--- src/rtl/if_id_pkg.sv ---
// Shared constants and types for the IF/ID instruction queue.
// Optional bubble counter is enabled with IF_ID_BUBBLE_CNT_EN.
package if_id_pkg;

  localparam logic [31:0] NOP_INSTR = 32'h0000_0000;
  localparam int unsigned PC_STEP   = 4;

  typedef struct packed {
    logic [31:0] instr;
    logic [31:0] pc;
  } if_id_entry_t;

endpackage

--- src/rtl/if_id_sat_counter.sv ---
// Saturating up-counter; holds at all-ones once reached, cleared only by reset.
module if_id_sat_counter #(
  parameter int unsigned Width = 32
) (
  input  logic             clk,
  input  logic             rst_n,
  input  logic             inc_i,
  output logic [Width-1:0] cnt_o
);

  logic [Width-1:0] cnt_q, cnt_d;

  always_comb begin
    cnt_d = cnt_q;
    if (inc_i && (cnt_q != '1)) begin
      cnt_d = cnt_q + Width'(1);
    end
  end

  always_ff @(posedge clk or negedge rst_n) begin
    if (!rst_n) begin
      cnt_q <= '0;
    end else begin
      cnt_q <= cnt_d;
    end
  end

  assign cnt_o = cnt_q;

endmodule

--- src/rtl/if_id_queue.sv ---
// Two-entry IF/ID instruction queue with flush. Define IF_ID_BUBBLE_CNT_EN to build
// the decode-starvation counter; otherwise bubble_count_o is tied to zero.
module if_id_queue
  import if_id_pkg::*;
#(
  parameter int unsigned        DATA_W    = 32,
  parameter logic [DATA_W-1:0]  NOP_VALUE = DATA_W'(if_id_pkg::NOP_INSTR)
) (
  input  logic              clk,
  input  logic              rst_n,
  input  logic              fetch_valid_i,
  input  logic [DATA_W-1:0] fetch_instr_i,
  input  logic [DATA_W-1:0] fetch_pc_i,
  output logic              fetch_ready_o,
  input  logic              flush_i,
  output logic              dec_valid_o,
  output logic [DATA_W-1:0] dec_instr_o,
  output logic [DATA_W-1:0] dec_pc_o,
  output logic [DATA_W-1:0] dec_pc4_o,
  input  logic              dec_ready_i,
  output logic [1:0]        occupancy_o,
  output logic [31:0]       bubble_count_o
);

  typedef struct packed {
    logic [DATA_W-1:0] instr;
    logic [DATA_W-1:0] pc;
  } entry_t;

  entry_t     slot0_q, slot0_d, slot1_q, slot1_d, in_entry;
  logic [1:0] count_q, count_d;
  logic       push, pop;

  assign in_entry      = '{instr: fetch_instr_i, pc: fetch_pc_i};
  assign fetch_ready_o = (count_q != 2'd2);
  assign dec_valid_o   = (count_q != 2'd0);
  assign push          = fetch_valid_i & fetch_ready_o;
  assign pop           = dec_valid_o & dec_ready_i;

  always_comb begin
    slot0_d = slot0_q;
    slot1_d = slot1_q;
    count_d = count_q;
    if (flush_i) begin
      // Slot contents are left stale; outputs are masked while empty.
      count_d = 2'd0;
    end else begin
      unique case (count_q)
        2'd0: begin
          if (push) begin
            slot0_d = in_entry;
            count_d = 2'd1;
          end
        end
        2'd1: begin
          if (push && pop) begin
            slot0_d = in_entry;
          end else if (push) begin
            slot1_d = in_entry;
            count_d = 2'd2;
          end else if (pop) begin
            count_d = 2'd0;
          end
        end
        2'd2: begin
          if (pop) begin
            slot0_d = slot1_q;
            count_d = 2'd1;
          end
        end
        default: count_d = 2'd0;
      endcase
    end
  end

  always_ff @(posedge clk or negedge rst_n) begin
    if (!rst_n) begin
      slot0_q <= '0;
      slot1_q <= '0;
      count_q <= 2'd0;
    end else begin
      slot0_q <= slot0_d;
      slot1_q <= slot1_d;
      count_q <= count_d;
    end
  end

  assign dec_instr_o = dec_valid_o ? slot0_q.instr : NOP_VALUE;
  assign dec_pc_o    = dec_valid_o ? slot0_q.pc : '0;
  assign dec_pc4_o   = dec_pc_o + DATA_W'(PC_STEP);
  assign occupancy_o = count_q;

`ifdef IF_ID_BUBBLE_CNT_EN
  if_id_sat_counter #(
    .Width(32)
  ) u_bubble_cnt (
    .clk  (clk),
    .rst_n(rst_n),
    .inc_i(dec_ready_i & ~dec_valid_o),
    .cnt_o(bubble_count_o)
  );
`else
  assign bubble_count_o = 32'd0;
`endif

endmodule

--- config.mk ---
export PLATFORM = sky130hd
export DESIGN_NAME = if_id_queue
export DESIGN_NICKNAME = d
export VERILOG_FILES = /design/src/rtl/if_id_pkg.sv /design/src/rtl/if_id_sat_counter.sv /design/src/rtl/if_id_queue.sv
export SDC_FILE = /design/constraint.sdc
export NUM_CORES = 1
export LEC_CHECK = 0
export ABC_AREA = 1
export CORE_MARGIN = 2
export CORE_UTILIZATION = 43
export CTS_BUF_LIST = sky130_fd_sc_hd__clkbuf_4 sky130_fd_sc_hd__clkbuf_8
export DETAILED_ROUTE_END_ITERATION = 6
export GPL_TIMING_DRIVEN = 0
export HOLD_SLACK_MARGIN = 0.02
export PLACE_DENSITY = 0.71
export SLEW_MARGIN = 10
export SYNTH_ARGS = -nofsm -noshare
export SYNTH_HDL_FRONTEND = slang
export SYNTH_HIERARCHICAL = 1
export SYNTH_SLANG_ARGS = --single-unit
--- constraint.sdc ---
create_clock -name clk -period 3.8 [get_ports clk]
set_input_delay 0.76 -clock clk [delete_from_list [all_inputs] [get_ports clk]]
set_output_delay 0.76 -clock clk [all_outputs]
set_load 0.01 [all_outputs]
=== Word level (Yosys, flattened, before mapping) ===
Index checks and enable logic that the tools add are counted.

* Bits in registers: 130

* Equality and inequality tests: 10
* Reductions and logical operators: 7
* Mux-type cells: 13
* Bitwise operators: 4
* $add $sub $neg: 1

{| class="wikitable"
|+ Operators with widths
! operator !! number
|-
| 2-to-1 mux 64 bit || 3
|-
| case mux 64 bit (3 select lines) || 1
|-
| 2-to-1 mux 32 bit || 2
|-
| adder 32 x 3 -> 32 bit, second input constant || 1
|-
| 2-to-1 mux 2 bit || 6
|-
| inequality test 3 bit, second input constant || 3
|-
| inequality test 2 bit, second input constant || 4
|-
| AND reduction 4 bit || 2
|-
| case mux 2 bit (3 select lines) || 1
|-
| AND reduction 5 bit || 1
|-
| inequality test 4 bit, second input constant || 1
|-
| nonzero test 3 bit || 1
|-
| bitwise AND 1 bit || 2
|-
| == test 2 x 1 -> 1 bit, second input constant || 1
|-
| == test 2 bit, second input constant || 1
|-
| zero test 2 bit || 1
|-
| NOT 1 bit || 2
|-
| nonzero test 2 bit || 1
|-
| logical AND 1 bit || 1
|}

=== Longest topological paths before layout ===
* Depth in word-level cells: 7
* Mapped depth: 12

=== Worst setup path after synthesis ===
Ideal clock, no wire load.

* Path type: register -> output
* Start: register count_q[0], in the netlist occupancy_o[0]
* End: output port dec_pc4_o[12]
* Path slack: 921 ps
* Data arrival time: 2119 ps
* Buffers on the path: 2
* Cell stages (with the launch flop): 10
* Required time: 3040 ps
* Path through: dfrtp_1 > nor2_2 > buf_2 > buf_1 > nor2_1 > ha_1 > nand3_1 > nor2_1 > nand2_1 > xor2_1

* Cells in the longest elaborated chain, start to end: 3

{| class="wikitable"
|+ Ends and longest elaborated chain
! item !! line !! source
|-
| from (decl) || if_id_queue.sv:31 || <nowiki>logic [1:0] count_q, count_d;</nowiki>
|-
| from (signal assigned) || if_id_queue.sv:84 || <nowiki>count_q <= count_d;</nowiki>
|-
| nonzero test 2 bit || if_id_queue.sv:36 || <nowiki>assign dec_valid_o = (count_q != 2'd0);</nowiki>
|-
| 2-to-1 mux 32 bit || if_id_queue.sv:89 || <nowiki>assign dec_pc_o = dec_valid_o ? slot0_q.pc : '0;</nowiki>
|-
| net dec_pc_o[3] || if_id_queue.sv:18 || <nowiki>output logic [DATA_W-1:0] dec_pc_o,</nowiki>
|-
| adder 32 x 3 -> 32 bit || if_id_queue.sv:90 || <nowiki>assign dec_pc4_o = dec_pc_o + DATA_W'(PC_STEP);</nowiki>
|-
| to (decl) || if_id_queue.sv:19 || <nowiki>output logic [DATA_W-1:0] dec_pc4_o,</nowiki>
|}

The timed path passes the listed nets, and every way through them passes these cells.

=== Worst setup path after layout ===
* Start: register count_q[0], in the netlist occupancy_o[0]
* End: output port dec_pc4_o[20]

* Cells in the longest elaborated chain, start to end: 3

{| class="wikitable"
|+ Ends and longest elaborated chain
! item !! line
|-
| nonzero test 2 bit || if_id_queue.sv:36
|-
| 2-to-1 mux 32 bit || if_id_queue.sv:89
|-
| adder 32 x 3 -> 32 bit || if_id_queue.sv:90
|}

Every way passes these cells.

==> flow_summary.yaml <==
clocking:
  numCtsBuffers: 17
  path_clk_slew_ps: 60
  hold_buffers: 0
  clockBufferDepth: 2
  ctsRootBufferMaster: "clkbuf_8"
  cts_tree: "done"
  cts.sinks: 130
  h-tree-depth: 4
  insertion_delay_ps: 450
outcome:
  outcome: "completed"
synth:
  syn_area_per_cell_sq_um: 7.55
  async_reset_ff_share_pct: 100
  synth.most_common_cell: "nand2_1"
  yosysSeqAreaShare_pct: 45.4
  yosysUniqueCellTypes: 28
  synth_top_area_cell: "dfrtp_1"
  synthTopCellsByCount: "nand2_1, inv_1, nor2_1, dfrtp_1, o21ai_0"
  syn_area_sq_um: 7160
  synth-edff-count: 0
  synth_top_area_share_pct: 45.4
  ys_seq_elements: 130
  syn_inst: 949
  synth_warnings: 6
  synthTopCellsByArea: "dfrtp_1, nand2_1, inv_1"
  ys.flop_type: "dfrtp_1"
placement:
  dp_cells: 1369
  place_congestion: 0.896
  io_buffer_count: 168
  placed_area_sq_um: 9270
  dp_hpwl_um: 15300
worst_setup_path:
  cp_top_family: "buffers and inverters"
  critPathKind: "reg -> out"
  cp-startpoint: "occupancy_o[0]$_DFFE_PN0P_"
  critPathBufInv: 3
  r2r_start: "occupancy_o[0]$_DFFE_PN0P_"
  cpPeakStageDelay_ps: 530
  cp_cell_sequence: "nor2_4 > buf_4 > buf_4 > nor2_2 > ha_1 > nand3_2 > nor2_2 > nand2_1 > nor2_1 > nand2_1 > nand2_1 > clkdlybuf4s50_1"
  rr_worst_depth: 8
  path_max_fanout: 10
  timing.critical_path.mode_cell: "nand2_1"
  startpoint_type: "flip-flop"
  critical_path_required_ps: 3040
  timing.rr.end: "slot0_q[28]$_DFFE_PN0P_"
  slowest_stage: "clkdlybuf4s50_1"
  cp-end-kind: "output pin"
  crit_arrival_ps: 2900
  r2r_slack_ps: 1940
sta:
  rsz0062_at_grt: "no"
  slew-limit-headroom_pct: 52.8
  fin_crit_sh_pct: 96.3
  setup_viol_count_final: 0
  hold_violations: 0
  max_freq_mhz: 273
  period_minus_slack_ps: 3660
  drv_slew: 0
  clock_skew_ps: 9.54
  setup_tns_ps: 0
  worstMarginPinSlew_ps: 708
global_route:
  gr-usage-met2_pct: 37.9
  grt_antenna_before_repair: 0
  use_met3_pct: 5.90
  gr-usage-met1_pct: 30.3
  grt_max_degree: 77
  grt_pass1_wl_um: 32600
  grt_remaining_overflow: 0
  grt.total_usage_pct: 23.4
  grt_busiest_layer: "met2"
  first_global_vias: 6437
detailed_routing:
  route.vias.total: 6605
  vias_per_cell: 4.71
  drt-wirelength-per-cell_um: 14.1
  detail-route-antenna-nets: 0
  drt-initial-drc-count: 316
  drc_errors: 0
  postRouteWirelength_um: 19800
  drt-pass1-iter-count: 5
run:
  drv_cap: 0
final_layout:
  area_growth_pct: 35.4
  final_util_pct: 59.1
  antenna_cells: 0
  final_cell_area_sq_um: 9700
  fin_cells: 1402
  layout-drive-gt1-share_pct: 11.1
  fillers: 1518
  nNetsFinal: 1240
power_and_ir_drop:
  powerDensity_nw_per_um2: 455
  power_leakage_nw: 4.52
  finalPower_mw: 4.42
  vdd_ir_drop_max_mv: 0.279
floorplanning:
  die_h_um: 133
  num_rows: 47
  design.core.area_sq_um: 16400
  pin_count: 201
  start_util_pct: 43.7
  dieArea_sq_um: 17700
  die_w_um: 133
worst_hold_path:
  hold_class: "in -> async"
## final cells by class
type | instances | area (sq um) | area share [%]
Buffer | 85 | 532 | 5.48
Clock buffer | 26 | 333 | 3.43
Clock inverter | 5 | 50.0 | 0.516
Inverter | 158 | 593 | 6.11
Multi-Input combinational cell | 607 | 2930 | 30.2
Sequential cell | 130 | 3260 | 33.6
Tap cell | 220 | 275 | 2.84
Timing Repair Buffer | 171 | 1730 | 17.8
## registers in the layout, indices dropped and copies added (netlist names)
signal	cells
slot0_q	64
occupancy_o	2
slot1_q	64
## worst max-delay path by stage
stage / endpoint / slack [ps] / cells past startpoint
after floorplan: dec_pc4_o[12] / 920 / 9
after CTS: dec_pc4_o[18] / 50 / 11
final: dec_pc4_o[20] / 140 / 12
after detailed placement: dec_pc4_o[26] / -360 / 13
after global placement: slot0_q[5]$_DFFE_PN0P_ / -3240 / 1
after global routing: dec_pc4_o[20] / 10 / 12
## metrics by stage
step / hold slack (ps) / setup slack, ps
floorplan: 454 / 921
global placement: 470 / -3240
detailed placement: 477 / -363
CTS: 349 / 47.9
global route: 364 / 11.4
finish: 330 / 140
## power by group
part | internal (mW) | switching, mW | total, mW
registers | 1.77 | 0.168 | 1.94
clock network | 0.626 | 0.511 | 1.14
logic | 0.609 | 0.731 | 1.34
total | 3.01 | 1.41 | 4.42
## layer usage
layer | vias to the layer above | wire (um)
met5 | - | 0
met4 | 0 | 526
met3 | 36 | 1330
met2 | 223 | 9180
met1 | 3000 | 8810
li1 | 3346 | -
## worst register-to-register path: cells and delay by family (launching register included)
kind / cells / cell delay (ps)
DFF: 1 / 460
buffers and inverters: 4 / 850
and+or+nand+nor: 2 / 150
AOI/OAI and AO/OA: 2 / 280
## cell usage in the layout, fill, tap and decap left out, types with 4 or more instances in the layout
| master | instances |
|---|---|
| o21ai_1 | 12 |
| o21ai_0 | 65 |
| inv_1 | 156 |
| xor2_1 | 9 |
| nand3_1 | 29 |
| nor2_4 | 4 |
| a21oi_1 | 57 |
| buf_4 | 48 |
| clkbuf_8 | 22 |
| clkinv_2 | 4 |
| clkbuf_1 | 14 |
| clkdlybuf4s50_1 | 165 |
| clkbuf_4 | 4 |
| conb_1 | 32 |
| xnor2_1 | 5 |
| dfrtp_1 | 128 |
| nor2_1 | 146 |
| nand2_1 | 158 |
| buf_2 | 17 |
| nand3_2 | 8 |
| buf_1 | 6 |
| nor2_2 | 11 |
| o211ai_1 | 64 |
## logic make-up (layout without fill, tap and decap cells)
| logic type | after synthesis | after routing | synth area share (%) |
|---|---|---|---|
| compound gates | 200 | 200 | 16.3 |
| xor+xnor | 14 | 14 | 1.71 |
| fa+ha+maj | 1 | 1 | 0.175 |
| buf+inv | 243 | 445 | 15.6 |
| flops | 130 | 130 | 45.4 |
| other cells | 1 | 32 | 0.0523 |
| simple gates | 360 | 360 | 20.7 |
## timing repair
item,4_1_cts,5_1_grt
resized for setup,8,5
cloned,0,0
pin swaps,2,1
buffers inserted,2,0
setup endpoints to repair,17,4
(Power assumes the default switching activity.)
